### config.mk
export PLATFORM = sky130hd
export DESIGN_NAME = obj_position_ctrl
export DESIGN_NICKNAME = d
export VERILOG_FILES = /design/src/rtl/obj_position_ctrl.sv
export SDC_FILE = /design/constraint.sdc
export NUM_CORES = 1
export LEC_CHECK = 0
export BUFFER_PORTS_ARGS = -buffer_cell sky130_fd_sc_hd__buf_2
export CAP_MARGIN = 25
export CORE_AREA = 2 2 77 79
export DETAILED_ROUTE_END_ITERATION = 16
export DIE_AREA = 0 0 79 81
export PLACE_DENSITY = 0.68
export SETUP_SLACK_MARGIN = 0.4
export SYNTH_ARGS = -nofsm -noshare
export SYNTH_HDL_FRONTEND = slang
export SYNTH_SLANG_ARGS = --single-unit
### constraint.sdc
create_clock -name clk -period 4.9 [get_ports clk]
set_clock_uncertainty 0.2 [all_clocks]
set_input_delay 0.735 -clock clk [delete_from_list [all_inputs] [get_ports clk]]
set_output_delay 0.735 -clock clk [all_outputs]
set_load 0.02 [all_outputs]
### src/rtl/obj_position_ctrl.sv
// Horizontal position, motion and graphics-mask controller for one object.
//
//  state | meaning
//  ------+-------------------------------------------------------------
//  IDLE  | position holds; an HMOVE strobe may start a motion
//  MOVE  | one pixel step per clock until the latched step count runs out
module obj_position_ctrl (
   input  logic       clk,
   input  logic       reset,
   input  logic [7:0] pixelNum,
   input  logic       resStrobe,
   input  logic       hmWe,
   input  logic [3:0] hmData,
   input  logic       hmClr,
   input  logic       hmoveStrobe,
   input  logic       grWe,
   input  logic [7:0] grData,
   input  logic       grOtherWe,
   input  logic       vdel,
   input  logic       reflect,
   output logic [7:0] objPos,
   output logic [7:0] objMask,
   output logic       hmoveBusy
);

   localparam logic [7:0] LAST_PIX = 8'd159;

   typedef enum logic {IDLE, MOVE} state_t;

   state_t     state_q, state_d;
   logic [7:0] pos_q, pos_d;
   logic [3:0] hm_q, hm_d;
   logic [7:0] gr_new_q, gr_new_d;
   logic [7:0] gr_old_q, gr_old_d;
   logic [3:0] step_cnt_q, step_cnt_d;
   logic       dir_left_q, dir_left_d;

   logic [3:0] hm_abs;
   logic [7:0] pos_step;
   logic [7:0] gr_sel;

   // Magnitude of the signed motion value; -8 maps to 8, which still fits in 4 bits.
   assign hm_abs = hm_q[3] ? (~hm_q + 4'd1) : hm_q;

   // One-pixel step with wrap so the position never leaves the visible range.
   always_comb begin
      pos_step = pos_q;
      if (dir_left_q) begin
         pos_step = (pos_q == 8'd0) ? LAST_PIX : pos_q - 8'd1;
      end else begin
         pos_step = (pos_q == LAST_PIX) ? 8'd0 : pos_q + 8'd1;
      end
   end

   // State register and all datapath registers.
   always_ff @(posedge clk or posedge reset) begin
      if (reset) begin
         state_q    <= IDLE;
         pos_q      <= 8'd0;
         hm_q       <= 4'd0;
         gr_new_q   <= 8'd0;
         gr_old_q   <= 8'd0;
         step_cnt_q <= 4'd0;
         dir_left_q <= 1'b0;
      end else begin
         state_q    <= state_d;
         pos_q      <= pos_d;
         hm_q       <= hm_d;
         gr_new_q   <= gr_new_d;
         gr_old_q   <= gr_old_d;
         step_cnt_q <= step_cnt_d;
         dir_left_q <= dir_left_d;
      end
   end

   // Next-state logic: position reset outranks any motion, motion register is independent.
   always_comb begin
      state_d    = state_q;
      pos_d      = pos_q;
      hm_d       = hm_q;
      gr_new_d   = gr_new_q;
      gr_old_d   = gr_old_q;
      step_cnt_d = step_cnt_q;
      dir_left_d = dir_left_q;

      if (hmClr) begin
         hm_d = 4'd0;
      end else if (hmWe) begin
         hm_d = hmData;
      end

      if (grWe) begin
         gr_new_d = grData;
      end
      if (grOtherWe) begin
         gr_old_d = gr_new_q;
      end

      if (resStrobe) begin
         pos_d      = (pixelNum <= LAST_PIX) ? pixelNum : 8'd0;
         step_cnt_d = 4'd0;
         state_d    = IDLE;
      end else begin
         unique case (state_q)
            IDLE: begin
               if (hmoveStrobe) begin
                  step_cnt_d = hm_abs;
                  dir_left_d = ~hm_q[3] && (hm_q != 4'd0);
                  if (hm_abs != 4'd0) begin
                     state_d = MOVE;
                  end
               end
            end
            MOVE: begin
               pos_d      = pos_step;
               step_cnt_d = step_cnt_q - 4'd1;
               if (step_cnt_q == 4'd1) begin
                  state_d = IDLE;
               end
            end
            default: state_d = IDLE;
         endcase
      end
   end

   // Graphics select and optional reversal; bit 0 of the mask is drawn first.
   always_comb begin
      gr_sel  = vdel ? gr_old_q : gr_new_q;
      objMask = gr_sel;
      if (!reflect) begin
         for (int i = 0; i < 8; i++) begin
            objMask[i] = gr_sel[7-i];
         end
      end
   end

   assign objPos    = pos_q;
   assign hmoveBusy = (state_q == MOVE);

endmodule

==> flow_summary.json, run 1 <==
{
  "crit_chain": "buf_2, mux4_2, buf_2",
  "synth_xor_area_share_pct": 0.807,
  "viasPerCell": 5.56,
  "setup_tns_ns": 0,
  "grt_pass1_wl_mm": 8.02,
  "syn-cell-area_um2": 2170,
  "cts-root-buf": "clkbuf_8",
  "drv_slew": 0,
  "ant_nets": 0,
  "post-route-util_pct": 45.4,
  "clockBufferDepth": 2,
  "synth.distinct_cells": 53,
  "drive_gt1_share_pct": 33.2,
  "cts_tree": "built",
  "path_class": "input pin to primary output",
  "dominantRegCellSynth": "dfrtp_1",
  "fp-row-count": 28,
  "synth_top_area_share_pct": 39.2,
  "synth_mux_area_share_pct": 19.4,
  "core_area_um2": 5680,
  "wl_per_cell_um": 15.1,
  "dieArea_um2": 6400,
  "ctsResizeCount": 0,
  "leakage_nw": 1.13,
  "start_util_pct": 38.2,
  "cpMostUsedCell": "buf_2",
  "wl_mm": 4.94,
  "max_stage_delay_ns": 0.54,
  "cts.clk_slew.worst_paths_ns": 0.08,
  "powerDensity_nw_per_um2": 349,
  "gp_congestion": 0.809,
  "syn_to_final_growth_pct": 18.7,
  "vias": 1824,
  "relSlewSlack_pct": 46.0,
  "maxCapViolations": 0,
  "dr.pass1.iters": 4,
  "fp.dieW_um": 79,
  "ys_seq_area_share_pct": 39.2,
  "ys_seq_elements": 34,
  "arrival_ns": 1.68,
  "htreeDepth": 2,
  "critPathSlowestCell": "mux4_2",
  "synth-simple-area-share_pct": 15.3,
  "async_flop_share_pct": 100,
  "hold_viol": 0,
  "antenna_found_initial": 0,
  "fmax_ghz": 0.382,
  "cts_setup_buffers": 0,
  "synth-compound-area-share_pct": 16.1,
  "irDropWorstVdd_v": 0.000201,
  "finalCritPeriodShare_pct": 53.4,
  "crit_required_ns": 3.96,
  "remaining_drc_errors": 0,
  "synth_edf_count": 0,
  "layout_common_cells": "buf_2, dfrtp_1, inv_1",
  "synthCells": 213,
  "synth.area.top_cells": "dfrtp_1, mux2_2, mux4_2, inv_1, a31oi_1",
  "drt-initial-drc-count": 158,
  "synth-adder-area-share_pct": 2.88,
  "critPathCaptureType": "primary output",
  "rsz0062_at_grt": "false",
  "synth_top_family_by_area": "multiplexers",
  "status": "finished clean",
  "dp.final_hpwl_mm": 3.51,
  "hold_class": "input pin to async pin",
  "tightest_slew_ns": 0.801,
  "nNetsFinal": 287,
  "insertion_delay_ns": 0.29,
  "grt_util_all_layers_pct": 16.2,
  "n_antenna_cell": 0,
  "postSynthAreaPerCell_um2": 10.2,
  "synth_top_area_cell": "dfrtp_1",
  "cts_sinks": 34,
  "io_buffer_count": 46,
  "critPathMaxFanout": 8,
  "numCtsBuffers": 5,
  "finalSetupViolCount": 0,
  "grt-ovfl-total": 0,
  "yosys_warnings": 0,
  "period_needed_ns": 2.62,
  "cts_hold_buf": 0,
  "ios": 47,
  "die_h_um": 81,
  "nFillCells": 559,
  "final_common_cell": "buf_2",
  "grt_max_degree": 35,
  "start_kind": "input pin",
  "grt_pass1_vias": 1620,
  "synth_nets": 248,
  "holdWs_ns": 0.326
}
sequential cells by signal, indices dropped and copies added (netlist names):
name        cells
objPos          8
step_cnt_q      4
hm_q            4
hmoveBusy       1
gr_new_q        8
gr_old_q        8
dir_left_q      1
worst paths after layout:
| check | from | to | slack, ns | cells past startpoint |
|---|---|---|---|---|
| min reg2reg | gr_old_q[0] | gr_old_q[0] | 0.34 | 1 |
| min | reset | objPos[3] | 0.33 | 3 |
| min in group clk | gr_old_q[0] | gr_old_q[0] | 0.34 | 1 |
| max | vdel | objMask[5] | 2.28 | 3 |
| max in group asynchronous | reset | step_cnt_q[0] | 3.87 | 3 |
| max reg2reg | objPos[0] | objPos[5] | 2.66 | 6 |
cell families (layout without fill, tap and decap cells):
group / after synthesis / in the layout
compound gates: 51 / 51
buf+inv: 33 / 73
flops: 34 / 34
simple gates: 58 / 58
xor+xnor: 2 / 2
mux: 30 / 30
fa+ha+maj: 5 / 5
cells in the mapped netlist (all sizes together), types with 5 or more instances:
library cell	instances
dfrtp	34
mux2i	5
inv	18
nor2	16
ha	5
clkbuf	11
o21ai	10
nand2	5
mux4	8
nand3	8
a31oi	10
a21oi	7
mux2	17
metrics by stage:
stage | std cells | power, mW | setup slack (ns) | area (um2)
final | 328 | 0.900 | 2.28 | 2580
after CTS | 328 | 0.907 | 2.26 | 2580
after floorplan | 213 | 0.517 | 2.33 | 2170
after detailed placement | 320 | 0.579 | 2.25 | 2430
after global placement | 320 | 0.574 | 2.31 | 2430
after global routing | 328 | 0.950 | 2.23 | 2580
where the power goes:
part           total, mW  internal, mW  leakage, nW  switching (mW)
Clock              0.325         0.217       0.0714           0.108
Combinational      0.206        0.0995        0.635           0.106
Sequential         0.369         0.313        0.419          0.0561
Total              0.900         0.629         1.13           0.270
routing by layer:
metal	vias to the layer above	track usage, %	share of wire (%)
met5	-	0	0
met4	0	6.90	2.2
met3	8	4.11	4.1
met2	38	25.4	49
met1	889	21.3	45
li1	889	-	-
cell type report:
class	instances	area (um2)	area share, %
multi-input combinational	146	1180	45.9
clock inverter	2	60.1	2.33
sequential	34	851	33.0
clock buffer	6	82.6	3.21
timing repair buffer	47	238	9.23
tap	75	93.8	3.64
inverter	18	67.6	2.62
worst max-delay path, delay by kind of cell:
family | cells | cell delay (ns)
multiplexers | 1 | 0.54
buffers and inverters | 2 | 0.40
Note: power is estimated with default switching activity, not from simulation.
==> inputs of run 2 (changes only) <==
- ABC_AREA: default -> 1
- PLACE_DENSITY: 0.68 -> 0.69
- clock period: 4.9 -> 2.2 ns (I/O delays scaled with it)
==> flow_summary.json, run 2 <==
{
  "start_kind": "flip-flop",
  "dp_cells": 407,
  "remaining_drc_errors": 0,
  "io_buffer_count": 46,
  "dr.pass1.iters": 4,
  "dp.final_hpwl_mm": 3.72,
  "dominantRegCellSynth": "dfrtp_1",
  "wl_met1_mm": 2.37,
  "yosys_warnings": 0,
  "holdWs_ns": 0.0673,
  "synth_common_cells": "nand2_1, o21ai_0, inv_1",
  "fp.dieW_um": 79,
  "final_common_cell": "nand2_1",
  "post-route-util_pct": 46.5,
  "drt-initial-drc-count": 126,
  "finalSetupViolCount": 0,
  "critPathCaptureType": "primary output",
  "met3_wirelength_um": 223,
  "insertion_delay_ns": 0.29,
  "synth_nets": 324,
  "numCtsBuffers": 5,
  "antenna_found_initial": 0,
  "dieArea_um2": 6400,
  "finalNonFillerCells": 417,
  "synthCells": 289,
  "grt-ovfl-total": 0,
  "hold_class": "input pin to flip-flop",
  "leakage_nw": 1.28,
  "grt_pass1_wl_mm": 8.09,
  "grt_max_degree": 35,
  "power.total_mw": 2.06,
  "syn-cell-area_um2": 2140,
  "crit_required_ns": 1.67,
  "layout_common_cells": "nand2_1, buf_2, o21ai_0",
  "viasPerCell": 4.89,
  "async_flop_share_pct": 100,
  "start_util_pct": 37.7,
  "yosysMostFrequentCell": "nand2_1",
  "cts_sinks": 34,
  "core_area_um2": 5680,
  "ys_seq_area_share_pct": 39.7,
  "grt_util_all_layers_pct": 15.9,
  "n_antenna_cell": 0,
  "cts-root-buf": "clkbuf_8",
  "drv_slew": 0,
  "clockBufferDepth": 2,
  "finalCritPeriodShare_pct": 79.0,
  "relSlewSlack_pct": 70.8,
  "ys_seq_elements": 34,
  "rsz0062_at_grt": "true",
  "powerDensity_nw_per_um2": 782,
  "htreeDepth": 2,
  "setup_tns_ns": 0,
  "nNetsFinal": 376,
  "synth.area.top_cells": "dfrtp_1, nand2_1, o21ai_0, inv_1, nand3_1",
  "fmax_ghz": 0.576,
  "cts_tree": "built",
  "synth_top_area_share_pct": 39.7,
  "wl_per_cell_um": 12.0,
  "tightest_slew_ns": 0.439,
  "critPathSlowestCell": "dfrtp_1",
  "gp_congestion": 0.898,
  "die_h_um": 81,
  "fp-row-count": 28,
  "drive_gt1_share_pct": 27.8,
  "synth.distinct_cells": 34,
  "status": "finished clean",
  "syn_to_final_growth_pct": 23.1,
  "ant_nets": 0,
  "maxCapViolations": 0,
  "critPathMaxFanout": 3,
  "synth_top_area_cell": "dfrtp_1",
  "path_class": "flip-flop to primary output",
  "arrival_ns": 1.21,
  "cts.clk_slew.worst_paths_ns": 0.08,
  "max_stage_delay_ns": 0.42,
  "grt_pass1_vias": 1799,
  "synth_edf_count": 0,
  "maxUsedRoutingLayer": "met4",
  "ios": 47,
  "crit_chain": "o21ai_2, inv_2, nor2_1, a21oi_1, buf_4",
  "postSynthAreaPerCell_um2": 7.41,
  "period_needed_ns": 1.74,
  "irDropWorstVdd_v": 0.000346,
  "nFillCells": 596,
  "wl_mm": 5.00,
  "vias": 2038,
  "met2_length_mm": 2.37,
  "hold_viol": 0
}
run 2: cell types whose count changed in the layout (fill, tap and decap cells not counted), sizes merged, moves of 4 or more:
cell | previous run | this run
nor2 | 16 | 27
a21oi | 7 | 13
mux2 | 17 | 8
mux2i | 5 | 0
mux4 | 8 | 0
o21ai | 10 | 45
nor2b | 4 | 0
nand3 | 8 | 23
inv | 18 | 41
a31oi | 10 | 6
nand2 | 5 | 66
run 2: layer usage:
metal / up-vias / global-route usage [%]
met1: 934 / 21.9
met2: 47 / 25.7
met5: - / 0
met3: 2 / 2.89
met4: 0 / 4.48
li1: 1055 / -
run 2: worst max-delay path, delay by kind of cell, from the launching register on:
| kind | cells | cell delay, ns |
|---|---|---|
| AO/OA/AOI/OAI | 2 | 0.19 |
| flip-flops | 1 | 0.42 |
| AND/OR/NAND/NOR | 1 | 0.09 |
| buffers and inverters | 2 | 0.22 |
run 2: kinds of logic after synthesis:
| kind of cell | share of synthesized area (%) |
|---|---|
| simple gates | 24.9 |
| compound gates | 18.0 |
| buf+inv | 8.94 |
| flops | 39.7 |
| mux | 4.21 |
| fa+ha+maj | 2.92 |
| xor+xnor | 1.23 |
run 2: metrics by stage:
| stage | setup WS, ns | cell area [um2] |
|---|---|---|
| CTS | 0.432 | 2580 |
| finish | 0.463 | 2640 |
| detailed placement | 0.335 | 2450 |
| floorplan | 0.431 | 2140 |
| global placement | 0.411 | 2450 |
| global route | 0.360 | 2640 |
run 2: final timing paths:
path                              from           to  slack, ns  cells after the start
max                        gr_new_q[2]   objMask[5]       0.46                      5
min                          grData[5]  gr_new_q[5]       0.07                      2
max reg2reg                  objPos[1]    objPos[5]       0.50                     11
min reg2reg                gr_new_q[1]  gr_old_q[1]       0.32                      2
max in group asynchronous        reset    objPos[0]       1.00                      4
min in group asynchronous        reset  gr_new_q[6]       0.47                      4
run 2: report_power, final:
group          leakage [nW]  internal [mW]  total, mW  switching (mW)
Sequential            0.418          0.708      0.816           0.108
Clock                0.0504          0.337      0.582           0.245
Combinational         0.809          0.251      0.664           0.413
run 2: layout make-up:
| class | count | area (um2) | share of cell area (%) |
|---|---|---|---|
| multi-input cells | 208 | 1140 | 43.4 |
| repair buffers | 51 | 275 | 10.4 |
| inverters | 41 | 156 | 5.93 |
| clock inverters | 3 | 45.0 | 1.71 |
| well taps | 75 | 93.8 | 3.56 |
| flip-flops and latches | 34 | 853 | 32.4 |
| clock buffers | 5 | 68.8 | 2.61 |
run 2: what timing repair did:
| action | in CTS | in global routing |
|---|---|---|
| hold endpoints to repair | 34 | 0 |
| cloned | 0 | 0 |
| hold buffers | 1 | 0 |
| pin swaps | 0 | 2 |
| buffers inserted | 0 | 1 |
| gates resized for setup | 2 | 23 |
| endpoints found under the setup margin | 5 | 16 |
